==> src/rtl/alu_rs_pkg.sv <==
// rtl/alu_rs_pkg.sv - shared widths, opcode encodings and entry types for the ALU reservation station
package alu_rs_pkg;

    localparam int OP_LEN     = 6;
    localparam int DATA_LEN   = 32;
    localparam int ROB_LEN    = 4;
    localparam int RS_SIZE    = 8;
    localparam int RS_IDX_LEN = 3;

    localparam logic [OP_LEN-1:0] OP_ADD  = 6'd1;
    localparam logic [OP_LEN-1:0] OP_SUB  = 6'd2;
    localparam logic [OP_LEN-1:0] OP_AND  = 6'd3;
    localparam logic [OP_LEN-1:0] OP_OR   = 6'd4;
    localparam logic [OP_LEN-1:0] OP_XOR  = 6'd5;
    localparam logic [OP_LEN-1:0] OP_SLL  = 6'd6;
    localparam logic [OP_LEN-1:0] OP_SRL  = 6'd7;
    localparam logic [OP_LEN-1:0] OP_SRA  = 6'd8;
    localparam logic [OP_LEN-1:0] OP_SLT  = 6'd9;
    localparam logic [OP_LEN-1:0] OP_SLTU = 6'd10;
    localparam logic [OP_LEN-1:0] OP_ADDI = 6'd11;
    localparam logic [OP_LEN-1:0] OP_LUI  = 6'd12;

    // One source operand: a value once rdy is set, otherwise the producer ROB tag.
    typedef struct packed {
        logic                rdy;
        logic [DATA_LEN-1:0] val;
        logic [ROB_LEN-1:0]  tag;
    } operand_t;

    typedef struct packed {
        logic [OP_LEN-1:0]   op;
        logic [DATA_LEN-1:0] imm;
        logic [DATA_LEN-1:0] pc;
        logic [ROB_LEN-1:0]  robpos;
        operand_t            rs1;
        operand_t            rs2;
    } rs_entry_t;

    // Snoop both result buses for a waiting operand; shared by wakeup and dispatch bypass.
    function automatic operand_t resolve_operand(
        input operand_t            opnd,
        input logic                alu_flag,
        input logic [DATA_LEN-1:0] alu_val,
        input logic [ROB_LEN-1:0]  alu_robpos,
        input logic                lsb_flag,
        input logic [DATA_LEN-1:0] lsb_val,
        input logic [ROB_LEN-1:0]  lsb_robpos
    );
        operand_t res;
        res = opnd;
        if (!opnd.rdy) begin
            if (alu_flag && (opnd.tag == alu_robpos)) begin
                res.rdy = 1'b1;
                res.val = alu_val;
            end else if (lsb_flag && (opnd.tag == lsb_robpos)) begin
                res.rdy = 1'b1;
                res.val = lsb_val;
            end
        end
        return res;
    endfunction

endpackage

==> src/rtl/alu_rs_if.sv <==
// rtl/alu_rs_if.sv - dispatch, broadcast and issue bundle of the ALU reservation station
interface alu_rs_if;
    import alu_rs_pkg::*;

    logic                  i_ready;
    logic                  i_clear;

    logic                  i_disp_valid;
    logic [OP_LEN-1:0]     i_disp_op;
    logic [DATA_LEN-1:0]   i_disp_imm;
    logic [DATA_LEN-1:0]   i_disp_pc;
    logic [ROB_LEN-1:0]    i_disp_robpos;
    logic                  i_disp_rs1_rdy;
    logic [DATA_LEN-1:0]   i_disp_rs1_val;
    logic [ROB_LEN-1:0]    i_disp_rs1_tag;
    logic                  i_disp_rs2_rdy;
    logic [DATA_LEN-1:0]   i_disp_rs2_val;
    logic [ROB_LEN-1:0]    i_disp_rs2_tag;

    logic                  i_alu_flag;
    logic [DATA_LEN-1:0]   i_alu_val;
    logic [ROB_LEN-1:0]    i_alu_robpos;
    logic                  i_lsb_flag;
    logic [DATA_LEN-1:0]   i_lsb_val;
    logic [ROB_LEN-1:0]    i_lsb_robpos;

    logic                  o_rs_full;
    logic                  o_work;
    logic [OP_LEN-1:0]     o_op;
    logic [DATA_LEN-1:0]   o_imm;
    logic [DATA_LEN-1:0]   o_pc;
    logic [ROB_LEN-1:0]    o_robpos;
    logic [DATA_LEN-1:0]   o_rs1;
    logic [DATA_LEN-1:0]   o_rs2;

    modport master (
        output i_ready, i_clear,
        output i_disp_valid, i_disp_op, i_disp_imm, i_disp_pc, i_disp_robpos,
        output i_disp_rs1_rdy, i_disp_rs1_val, i_disp_rs1_tag,
        output i_disp_rs2_rdy, i_disp_rs2_val, i_disp_rs2_tag,
        output i_alu_flag, i_alu_val, i_alu_robpos,
        output i_lsb_flag, i_lsb_val, i_lsb_robpos,
        input  o_rs_full, o_work, o_op, o_imm, o_pc, o_robpos, o_rs1, o_rs2
    );

    modport slave (
        input  i_ready, i_clear,
        input  i_disp_valid, i_disp_op, i_disp_imm, i_disp_pc, i_disp_robpos,
        input  i_disp_rs1_rdy, i_disp_rs1_val, i_disp_rs1_tag,
        input  i_disp_rs2_rdy, i_disp_rs2_val, i_disp_rs2_tag,
        input  i_alu_flag, i_alu_val, i_alu_robpos,
        input  i_lsb_flag, i_lsb_val, i_lsb_robpos,
        output o_rs_full, o_work, o_op, o_imm, o_pc, o_robpos, o_rs1, o_rs2
    );

endinterface

==> src/rtl/alu_rs_pick.sv <==
// rtl/alu_rs_pick.sv - lowest-index set-bit finder over the station entries
module alu_rs_pick
    import alu_rs_pkg::*;
(
    input  logic [RS_SIZE-1:0]    i_req,
    output logic [RS_IDX_LEN-1:0] o_idx,
    output logic                  o_found
);

    // Scan from the top down so the lowest requesting index is written last and wins.
    always_comb begin
        o_idx   = '0;
        o_found = 1'b0;
        for (int i = RS_SIZE - 1; i >= 0; i--) begin
            if (i_req[i]) begin
                o_idx   = RS_IDX_LEN'(i);
                o_found = 1'b1;
            end
        end
    end

endmodule

==> src/rtl/alu_rs.sv <==
// rtl/alu_rs.sv - 8-entry ALU reservation station with result-bus wakeup and in-order-by-slot issue
module alu_rs
    import alu_rs_pkg::*;
(
    input  logic     clk,
    input  logic     reset,
    alu_rs_if.slave  rs_bus
);

    logic [RS_SIZE-1:0]    r_busy;
    rs_entry_t             r_entry [RS_SIZE];

    logic                  r_work;
    logic [OP_LEN-1:0]     r_op;
    logic [DATA_LEN-1:0]   r_imm;
    logic [DATA_LEN-1:0]   r_pc;
    logic [ROB_LEN-1:0]    r_robpos;
    logic [DATA_LEN-1:0]   r_rs1;
    logic [DATA_LEN-1:0]   r_rs2;

    logic [RS_SIZE-1:0]    w_free_req;
    logic [RS_SIZE-1:0]    w_issue_req;
    logic [RS_IDX_LEN-1:0] w_free_idx;
    logic [RS_IDX_LEN-1:0] w_issue_idx;
    logic                  w_free_found;
    logic                  w_issue_found;
    rs_entry_t             w_woken [RS_SIZE];
    rs_entry_t             w_disp_entry;

    // Candidates come from registered state only, so a same-edge wakeup cannot issue until the next edge.
    always_comb begin
        w_free_req  = ~r_busy;
        w_issue_req = '0;
        for (int i = 0; i < RS_SIZE; i++) begin
            w_issue_req[i] = r_busy[i] & r_entry[i].rs1.rdy & r_entry[i].rs2.rdy;
        end
    end

    alu_rs_pick u_free_pick (
        .i_req   (w_free_req),
        .o_idx   (w_free_idx),
        .o_found (w_free_found)
    );

    alu_rs_pick u_issue_pick (
        .i_req   (w_issue_req),
        .o_idx   (w_issue_idx),
        .o_found (w_issue_found)
    );

    // Next value of every resident entry after snooping this cycle's result broadcasts.
    always_comb begin
        for (int i = 0; i < RS_SIZE; i++) begin
            w_woken[i]     = r_entry[i];
            w_woken[i].rs1 = resolve_operand(r_entry[i].rs1,
                                             rs_bus.i_alu_flag, rs_bus.i_alu_val, rs_bus.i_alu_robpos,
                                             rs_bus.i_lsb_flag, rs_bus.i_lsb_val, rs_bus.i_lsb_robpos);
            w_woken[i].rs2 = resolve_operand(r_entry[i].rs2,
                                             rs_bus.i_alu_flag, rs_bus.i_alu_val, rs_bus.i_alu_robpos,
                                             rs_bus.i_lsb_flag, rs_bus.i_lsb_val, rs_bus.i_lsb_robpos);
        end
    end

    // Incoming instruction with the same-cycle broadcast bypass already folded in.
    always_comb begin
        w_disp_entry.op      = rs_bus.i_disp_op;
        w_disp_entry.imm     = rs_bus.i_disp_imm;
        w_disp_entry.pc      = rs_bus.i_disp_pc;
        w_disp_entry.robpos  = rs_bus.i_disp_robpos;
        w_disp_entry.rs1.rdy = rs_bus.i_disp_rs1_rdy;
        w_disp_entry.rs1.val = rs_bus.i_disp_rs1_val;
        w_disp_entry.rs1.tag = rs_bus.i_disp_rs1_tag;
        w_disp_entry.rs2.rdy = rs_bus.i_disp_rs2_rdy;
        w_disp_entry.rs2.val = rs_bus.i_disp_rs2_val;
        w_disp_entry.rs2.tag = rs_bus.i_disp_rs2_tag;
        w_disp_entry.rs1     = resolve_operand(w_disp_entry.rs1,
                                               rs_bus.i_alu_flag, rs_bus.i_alu_val, rs_bus.i_alu_robpos,
                                               rs_bus.i_lsb_flag, rs_bus.i_lsb_val, rs_bus.i_lsb_robpos);
        w_disp_entry.rs2     = resolve_operand(w_disp_entry.rs2,
                                               rs_bus.i_alu_flag, rs_bus.i_alu_val, rs_bus.i_alu_robpos,
                                               rs_bus.i_lsb_flag, rs_bus.i_lsb_val, rs_bus.i_lsb_robpos);
    end

    // Station state: reset beats flush beats stall; wakeup, issue and dispatch share one edge.
    // The free slot is picked from pre-edge busy bits, so it can never be the slot being issued.
    always_ff @(posedge clk) begin
        if (reset) begin
            r_busy <= '0;
            r_work <= 1'b0;
        end else if (rs_bus.i_clear) begin
            r_busy <= '0;
            r_work <= 1'b0;
        end else if (rs_bus.i_ready) begin
            for (int i = 0; i < RS_SIZE; i++) begin
                if (r_busy[i]) begin
                    r_entry[i] <= w_woken[i];
                end
            end

            if (w_issue_found) begin
                r_work              <= 1'b1;
                r_op                <= r_entry[w_issue_idx].op;
                r_imm               <= r_entry[w_issue_idx].imm;
                r_pc                <= r_entry[w_issue_idx].pc;
                r_robpos            <= r_entry[w_issue_idx].robpos;
                r_rs1               <= r_entry[w_issue_idx].rs1.val;
                r_rs2               <= r_entry[w_issue_idx].rs2.val;
                r_busy[w_issue_idx] <= 1'b0;
            end else begin
                r_work <= 1'b0;
            end

            if (rs_bus.i_disp_valid && w_free_found) begin
                r_entry[w_free_idx] <= w_disp_entry;
                r_busy[w_free_idx]  <= 1'b1;
            end
        end
    end

    assign rs_bus.o_rs_full = &r_busy;
    assign rs_bus.o_work    = r_work;
    assign rs_bus.o_op      = r_op;
    assign rs_bus.o_imm     = r_imm;
    assign rs_bus.o_pc      = r_pc;
    assign rs_bus.o_robpos  = r_robpos;
    assign rs_bus.o_rs1     = r_rs1;
    assign rs_bus.o_rs2     = r_rs2;

endmodule

==> src/flat_wrapper.sv <==
// flat-port wrapper written by rule: the top's interface ports become plain ports
module alu_rs_flat import alu_rs_pkg::*;
  (clk, reset, rs_bus_i_ready, rs_bus_i_clear, rs_bus_i_disp_valid, rs_bus_i_disp_op, rs_bus_i_disp_imm, rs_bus_i_disp_pc, rs_bus_i_disp_robpos, rs_bus_i_disp_rs1_rdy, rs_bus_i_disp_rs1_val, rs_bus_i_disp_rs1_tag, rs_bus_i_disp_rs2_rdy, rs_bus_i_disp_rs2_val, rs_bus_i_disp_rs2_tag, rs_bus_i_alu_flag, rs_bus_i_alu_val, rs_bus_i_alu_robpos, rs_bus_i_lsb_flag, rs_bus_i_lsb_val, rs_bus_i_lsb_robpos, rs_bus_o_rs_full, rs_bus_o_work, rs_bus_o_op, rs_bus_o_imm, rs_bus_o_pc, rs_bus_o_robpos, rs_bus_o_rs1, rs_bus_o_rs2);
  alu_rs_if rs_bus_i ();
  input  logic clk;
  input  logic reset;
  input wire logic [$bits(rs_bus_i.i_ready)-1:0] rs_bus_i_ready;
  input wire logic [$bits(rs_bus_i.i_clear)-1:0] rs_bus_i_clear;
  input wire logic [$bits(rs_bus_i.i_disp_valid)-1:0] rs_bus_i_disp_valid;
  input wire logic [$bits(rs_bus_i.i_disp_op)-1:0] rs_bus_i_disp_op;
  input wire logic [$bits(rs_bus_i.i_disp_imm)-1:0] rs_bus_i_disp_imm;
  input wire logic [$bits(rs_bus_i.i_disp_pc)-1:0] rs_bus_i_disp_pc;
  input wire logic [$bits(rs_bus_i.i_disp_robpos)-1:0] rs_bus_i_disp_robpos;
  input wire logic [$bits(rs_bus_i.i_disp_rs1_rdy)-1:0] rs_bus_i_disp_rs1_rdy;
  input wire logic [$bits(rs_bus_i.i_disp_rs1_val)-1:0] rs_bus_i_disp_rs1_val;
  input wire logic [$bits(rs_bus_i.i_disp_rs1_tag)-1:0] rs_bus_i_disp_rs1_tag;
  input wire logic [$bits(rs_bus_i.i_disp_rs2_rdy)-1:0] rs_bus_i_disp_rs2_rdy;
  input wire logic [$bits(rs_bus_i.i_disp_rs2_val)-1:0] rs_bus_i_disp_rs2_val;
  input wire logic [$bits(rs_bus_i.i_disp_rs2_tag)-1:0] rs_bus_i_disp_rs2_tag;
  input wire logic [$bits(rs_bus_i.i_alu_flag)-1:0] rs_bus_i_alu_flag;
  input wire logic [$bits(rs_bus_i.i_alu_val)-1:0] rs_bus_i_alu_val;
  input wire logic [$bits(rs_bus_i.i_alu_robpos)-1:0] rs_bus_i_alu_robpos;
  input wire logic [$bits(rs_bus_i.i_lsb_flag)-1:0] rs_bus_i_lsb_flag;
  input wire logic [$bits(rs_bus_i.i_lsb_val)-1:0] rs_bus_i_lsb_val;
  input wire logic [$bits(rs_bus_i.i_lsb_robpos)-1:0] rs_bus_i_lsb_robpos;
  output wire logic [$bits(rs_bus_i.o_rs_full)-1:0] rs_bus_o_rs_full;
  output wire logic [$bits(rs_bus_i.o_work)-1:0] rs_bus_o_work;
  output wire logic [$bits(rs_bus_i.o_op)-1:0] rs_bus_o_op;
  output wire logic [$bits(rs_bus_i.o_imm)-1:0] rs_bus_o_imm;
  output wire logic [$bits(rs_bus_i.o_pc)-1:0] rs_bus_o_pc;
  output wire logic [$bits(rs_bus_i.o_robpos)-1:0] rs_bus_o_robpos;
  output wire logic [$bits(rs_bus_i.o_rs1)-1:0] rs_bus_o_rs1;
  output wire logic [$bits(rs_bus_i.o_rs2)-1:0] rs_bus_o_rs2;
  assign rs_bus_i.i_ready = rs_bus_i_ready;
  assign rs_bus_i.i_clear = rs_bus_i_clear;
  assign rs_bus_i.i_disp_valid = rs_bus_i_disp_valid;
  assign rs_bus_i.i_disp_op = rs_bus_i_disp_op;
  assign rs_bus_i.i_disp_imm = rs_bus_i_disp_imm;
  assign rs_bus_i.i_disp_pc = rs_bus_i_disp_pc;
  assign rs_bus_i.i_disp_robpos = rs_bus_i_disp_robpos;
  assign rs_bus_i.i_disp_rs1_rdy = rs_bus_i_disp_rs1_rdy;
  assign rs_bus_i.i_disp_rs1_val = rs_bus_i_disp_rs1_val;
  assign rs_bus_i.i_disp_rs1_tag = rs_bus_i_disp_rs1_tag;
  assign rs_bus_i.i_disp_rs2_rdy = rs_bus_i_disp_rs2_rdy;
  assign rs_bus_i.i_disp_rs2_val = rs_bus_i_disp_rs2_val;
  assign rs_bus_i.i_disp_rs2_tag = rs_bus_i_disp_rs2_tag;
  assign rs_bus_i.i_alu_flag = rs_bus_i_alu_flag;
  assign rs_bus_i.i_alu_val = rs_bus_i_alu_val;
  assign rs_bus_i.i_alu_robpos = rs_bus_i_alu_robpos;
  assign rs_bus_i.i_lsb_flag = rs_bus_i_lsb_flag;
  assign rs_bus_i.i_lsb_val = rs_bus_i_lsb_val;
  assign rs_bus_i.i_lsb_robpos = rs_bus_i_lsb_robpos;
  assign rs_bus_o_rs_full = rs_bus_i.o_rs_full;
  assign rs_bus_o_work = rs_bus_i.o_work;
  assign rs_bus_o_op = rs_bus_i.o_op;
  assign rs_bus_o_imm = rs_bus_i.o_imm;
  assign rs_bus_o_pc = rs_bus_i.o_pc;
  assign rs_bus_o_robpos = rs_bus_i.o_robpos;
  assign rs_bus_o_rs1 = rs_bus_i.o_rs1;
  assign rs_bus_o_rs2 = rs_bus_i.o_rs2;
  alu_rs u_core (.clk(clk), .reset(reset), .rs_bus(rs_bus_i));
endmodule
==> config.mk <==
export PLATFORM = sky130hd
export DESIGN_NAME = alu_rs_flat
export DESIGN_NICKNAME = d
export VERILOG_FILES = /design/src/rtl/alu_rs_pkg.sv /design/src/rtl/alu_rs_if.sv /design/src/rtl/alu_rs_pick.sv /design/src/rtl/alu_rs.sv /design/src/flat_wrapper.sv
export SDC_FILE = /design/constraint.sdc
export NUM_CORES = 2
export LEC_CHECK = 0
export ABC_AREA = 1
export ABC_CLOCK_PERIOD_IN_PS = 30000
export CAP_MARGIN = 20
export CORE_MARGIN = 4
export CORE_UTILIZATION = 45
export CTS_BUF_LIST = sky130_fd_sc_hd__clkbuf_4 sky130_fd_sc_hd__clkbuf_8 sky130_fd_sc_hd__clkbuf_16
export DETAILED_ROUTE_END_ITERATION = 10
export PLACE_DENSITY_LB_ADDON = 0.2
export SLEW_MARGIN = 10
export SYNTH_ARGS = -nofsm -noshare
export SYNTH_HDL_FRONTEND = slang
export SYNTH_SLANG_ARGS = --single-unit
==> constraint.sdc <==
create_clock -name clk -period 30 [get_ports clk]
set_input_delay 7.5 -clock clk [delete_from_list [all_inputs] [get_ports clk]]
set_output_delay 7.5 -clock clk [all_outputs]
set_load 0.005 [all_outputs]
# Word level (Yosys, flattened, before mapping)

Memories as Yosys holds them, arrays and structs flattened. A register that Yosys moved wholly into a read port is not among the register bits.
Cells that the tools add are included.

Magnitude comparators: 4
Equal/unequal tests: 36
Muxes and demuxes: 141
Bitwise gates (word level): 22
Reductions and logical operators: 42

Operators with widths:

| operator             | number |
|---|---|
| $mux W33             | 54 |
| $eq A4 B4 Y1         | 36 |
| $mux W1              | 64 |
| $mux W3              | 16 |
| $mux W8              | 5 |
| $logic_and A1 B1 Y1  | 39 |
| $and A1 B1 Y1        | 16 |
| $not A8 Y8           | 2 |
| $and A8 B8 Y8        | 1 |
| $lt A3 B4 Y1 const B | 2 |
| $or A8 B8 Y8         | 1 |
| $reduce_and A8 Y1    | 1 |
| $demux W1 S3         | 2 |
| $ge A3 B1 Y1 const B | 2 |
| $reduce_and A4 Y1    | 1 |
| $not A1 Y1           | 2 |
| $reduce_or A2 Y1     | 1 |

Flip-flop bits (word level): 9
RAM bits: 1184
Bits of input ports: 227
Output and inout port bits: 140
Word-level logic and storage cells: 248
Memories kept: 1

Memories:

| name           | words | width | rd ports | clocked after Yosys merged registers in | write ports | RTL line     | source |
|---|---|---|---|---|---|---|---|
| u_core.r_entry | 8     | 148   | 9        | 1                                       | 9           | alu_rs.sv:11 | `rs_entry_t r_entry [RS_SIZE];` |

# Logic depth before layout (Yosys ltp)

Depth after elaboration: 22
Gate-level depth with buffers: 16
Gate-level depth less buffers: 14

# Hierarchy

Synthesis repeated with hierarchy kept, for this count alone.

Cells, all modules: 7962
Area, all modules: 68760.9 um2

By module, submodules not included:

| module      | instances | cells each | area each (um2) | sequential area each (um2) |
|---|---|---|---|---|
| alu_rs      | 1         | 7918       | 68563.3         | 39878.2 |
| alu_rs_pick | 2         | 22         | 98.8            | 0.0 |

# Least setup slack after synthesis

Ideal clock, no wire load.

Path type: input port to flip-flop
From: input port rs_bus_i_clear
To: register u_core.r_imm[0] (netlist: u_core.rs_bus.o_imm[0]) (read register of u_core.r_entry), enable pin
Setup time: 641 ps
Arrival: 14003 ps
Data required time: 29359 ps
Path slack: 15357 ps
Stages: 5
Path buffers: 0
Cells stage by stage: nor2_2 > inv_1 > nor2_2 > inv_1 > nor2_1

Cells in the longest elaborated chain, start to end: 2

RTL lines:

| item                        | RTL line          | source |
|---|---|---|
| from (decl)                 | flat_wrapper.sv:8 | `input wire logic [$bits(rs_bus_i.i_clear)-1:0] rs_bus_i_clear;` |
| $not A1 Y1 (no line)        | n/a               |  |
| $reduce_and A4 Y1 (no line) | n/a               |  |
| to (decl)                   | alu_rs.sv:15      | `logic [DATA_LEN-1:0] r_imm;` |

Every way passes these cells.
A chain may end at the register's enable or synchronous reset.

==> summary by stage <==
Clock tree
Clock-pin slew was measured on the worst setup and hold paths at 0.06 ns. The clock reaches the later pin of the worst-skew pair after roughly 0.80 ns. No sink is reached through more buffers than the 3 on the longest clock path. After clock tree synthesis, the repair step resized 0 gates.

In this run the post-CTS setup repair buffer count came out at 0. CTS placed an instance of sky130_fd_sc_hd__clkbuf_16 at the clock tree root. The number of hold buffers added after CTS is 0. The clock buffer count from CTS is 154. The H-tree was split into 4 levels. The TritonCTS clock tree is yes. The total clock sinks is 1,331.

Global route
The total overflow left after global routing is 0. The wire length of the first global-routing pass is 415,000 µm. The number of global-route vias before repair is ~61k.

The combined global-route utilization of all metal layers is 33.1%. The pin count of the biggest net entering global routing is 222. The initial antenna violation count is 16.

STA
The max-slew violation count is 0. Setup repair after global routing left no endpoint under its margin. Setup slack on the critical path of the routed design comes to 18.64 ns. The total negative slack is 0 ns.

Derived from the worst setup path, the maximum achievable clock frequency is 88.1 MHz. The clock arrives with 0.0387 ns of skew. The final critical delay including setup and external delays is 11.36 ns.

Dividing the final minimum period by the clock period gives 37.9%. Measured against its own limit, the worst slew margin works out to 8.24%. The hold violation total from the final report is 0. Setup violations remaining at the end of the flow were counted as 0. At the pin with the least slew margin, the transition time is around 1.4 ns.

Die
After floorplanning, the core was sized to cover 163,000 µm². The height of the die is roughly 410 µm. The die is 413 µm wide.

The die covers between 150,000 and 200,000 µm². For this configuration, the core starts out at a cell density of 45.3%. In this run the count of I/O pins placed on the die edge is 367. The row count is ~150.

Hold path
In this run the worst hold path is classified as flop to flop. The source of the worst hold timing path is u_core.r_busy[5]$_SDFFE_PN0P_.

Setup path
The worst setup path is captured at a flop. The critical-path cell with the highest stage delay is sky130_fd_sc_hd__buf_4. In this run the worst path has a maximum fanout of 46. The delay of the slowest cell on the worst path is about 0.63 ns.

The source of the worst register-to-register timing path is u_core.r_entry[7][36]$_DFFE_PP_. STA puts the critical path data arrival time at between 10 and 15 ns. The critical path in this run is classified as primary input to flop.

The required arrival time at the worst endpoint is 30.40 ns. The timing startpoint of the critical path is rs_bus_i_clear. The number of buffers and inverters on the critical path is 4. The signal on the critical path passes through clkdlybuf4s50_1, nor2_2, nand2_1, nor3_2, nand2_2, buf_4, o21ai_0, o211ai_1, inv_1, buf_4. STA classifies the critical path startpoint as a primary input. The cell family contributing the most delay on the critical path is buffers and inverters. The cell repeated most along the worst path is sky130_fd_sc_hd__buf_4.

Route
The first detailed-routing pass took 8 iterations. The detailed-route wire length per cell is 26.3 µm. In this run the remaining antenna-violating nets after routing total 0. The via total after detailed routing is ~66k. The routed design has 291,000 µm of wire.

The via-per-instance ratio is 5.95. For this run, design rule violations remaining after detail routing come to 0. After the first detailed-routing iteration, the DRC count stood at ~10k.

Yosys
By count the netlist is led by sky130_fd_sc_hd__nand2_1 (2,388), sky130_fd_sc_hd__inv_1 (1,591), sky130_fd_sc_hd__edfxtp_1 (1,322), sky130_fd_sc_hd__nand3_1 (1,185), sky130_fd_sc_hd__o21ai_0 (657). The most frequent cell after synthesis is sky130_fd_sc_hd__nand2_1. The number of flops mapped to enable cells by yosys is 1,322. After synthesis, the netlist uses 49 different library cells. The biggest area contributor in the post-synthesis netlist is sky130_fd_sc_hd__edfxtp_1. A synthesized cell averages 8.42 µm². Ranked by total cell area, the synthesized netlist is headed by sky130_fd_sc_hd__edfxtp_1 (54%), sky130_fd_sc_hd__nand2_1 (12%), sky130_fd_sc_hd__inv_1 (8.1%), sky130_fd_sc_hd__nand3_1 (8.0%), sky130_fd_sc_hd__o2111ai_1 (4.7%). The synthesized netlist net count is 8,998. During synthesis, Yosys emitted a total of 0 warnings. The instance count of the mapped netlist is 8,771.

For this run, the leading register cell type out of synthesis is sky130_fd_sc_hd__edfxtp_1. The synthesis-stage register bit count is 1,331. The share of flip-flops with an asynchronous set or reset is 0%. Sequential elements use between 50% and 60% of the synthesized area. After synthesis the cells add up to 73,800 µm². The top cell type by area accounts for between 50 and 60% of the synthesized area.

Placed design
OpenSTA, run right after detailed placement, puts the worst setup slack at 18.05 ns. The count of buffers inserted at the top-level ports is 366. The detailed-placement wirelength estimate is 160,000 µm. The last weighted congestion value of the routability-driven placer is 0.948.

Pwr
The leakage power is 36.7 nW. The total power after layout is 4.13 mW. In this run the power density over the cells is 49.5 nW/µm². IR analysis of the VDD net gives a maximum drop of 59.9 µV.

Layout
The post-route netlist has 6.02% of its cells at a drive strength greater than 1. Cells fill 51.2% of the core in the end. The final-layout fill cell count is between 15k and 20k. The total number of nets in the final design is 8,995. The relative area change from synthesis to final layout is 13.1%.

Status
The flow ran to the end, and the final reports show no timing, DRC or antenna violations.

Run
The max-capacitance violation count is 0.
==> worst reg2reg max path: cells and delay by family (launching register included) <==
kind                   cells  cell delay (ns)
DFF                        1             0.40
buffers and inverters      4             2.75
and+or+nand+nor           12             2.23
==> kinds of logic after synthesis <==
logic type	count (synthesis)	synth area share, %
AO/OA/AOI/OAI	1311	11.4
buffers and inverters	2292	12.4
flip-flops	1331	54.0
XOR/XNOR	13	0.154
AND/OR/NAND/NOR	3824	22.0
==> final cells by class <==
class / instances / area [µm²] / share of cell area [%]
antenna: 9 / 22.5 / 0.0270
clock buffer: 193 / 4200 / 5.03
clock inverter: 76 / 686 / 0.821
inverter: 1613 / 6080 / 7.29
multi-input combinational: 5148 / 24900 / 29.9
sequential: 1331 / 39900 / 47.8
tap: 2175 / 2720 / 3.26
timing repair buffer: 520 / 4960 / 5.94
==> layout by cell type (no fill, tap or decap), drive strengths merged <==
cell type	instances
o21a	1
nor2	118
clkdlybuf4s50	366
xor2	10
edfxtp	1322
a41oi	1
diode	9
nand3b	15
a31o	1
o2111ai	394
o21ai	752
nand3	1194
bufinv	8
a21oi	115
nand4	77
xnor2	3
nor3	17
nand2	2400
clkbuf	193
a21boi	1
clkinv	66
or2	3
o22ai	28
o211ai	16
inv	1614
a31oi	2
clkinvlp	1
dfxtp	9
buf	154
==> per-stage QoR <==
step | std cells | hold slack (ns) | cell area (µm²)
2_1_floorplan | 8771 | 0.469 | 73800
3_3_place_gp | 10800 | 0.521 | 78500
3_5_place_dp | 10800 | 0.513 | 78500
4_1_cts | 11100 | 0.529 | 83400
5_1_grt | 11100 | 0.548 | 83500
6_report | 11100 | 0.541 | 83500
==> registers in the layout (all words and copies together), names as in the netlist <==
register	count
u_core.rs_bus.o_rs1	32
u_core.r_busy	8
u_core.rs_bus.o_rs2	32
u_core.rs_bus.o_imm	32
u_core.rs_bus.o_robpos	4
u_core.r_entry	1184
u_core.rs_bus.o_work	1
u_core.rs_bus.o_op	6
u_core.rs_bus.o_pc	32
==> layer usage <==
layer | global-route usage [%] | up-vias | wire length, µm
li1 | - | 29200 | -
met1 | 42.6 | 30600 | 108000
met2 | 48.3 | 4783 | 121000
met3 | 10.0 | 1237 | 39200
met4 | 21.7 | 10 | 22000
met5 | 0.891 | - | 284
==> where the power goes <==
group          leakage [nW]  switching (mW)  internal (mW)
logic                  21.7           0.178         0.0621
clock network          2.44           0.789           1.06
registers              12.5         0.00119           2.04
total                  36.7           0.969           3.16
==> path summary, 6_finish.rpt <==
check | endpoint | slack, ns | cells after the start
max | u_core.r_entry[4][29]$_DFFE_PP_ | 18.64 | 10
min | u_core.r_busy[5]$_SDFFE_PN0P_ | 0.54 | 2
max reg2reg | u_core.rs_bus.o_pc[18]$_DFFE_PP_ | 24.36 | 16
min reg2reg | u_core.r_busy[5]$_SDFFE_PN0P_ | 0.54 | 2
No activity file was read; power rests on OpenSTA's default activity.
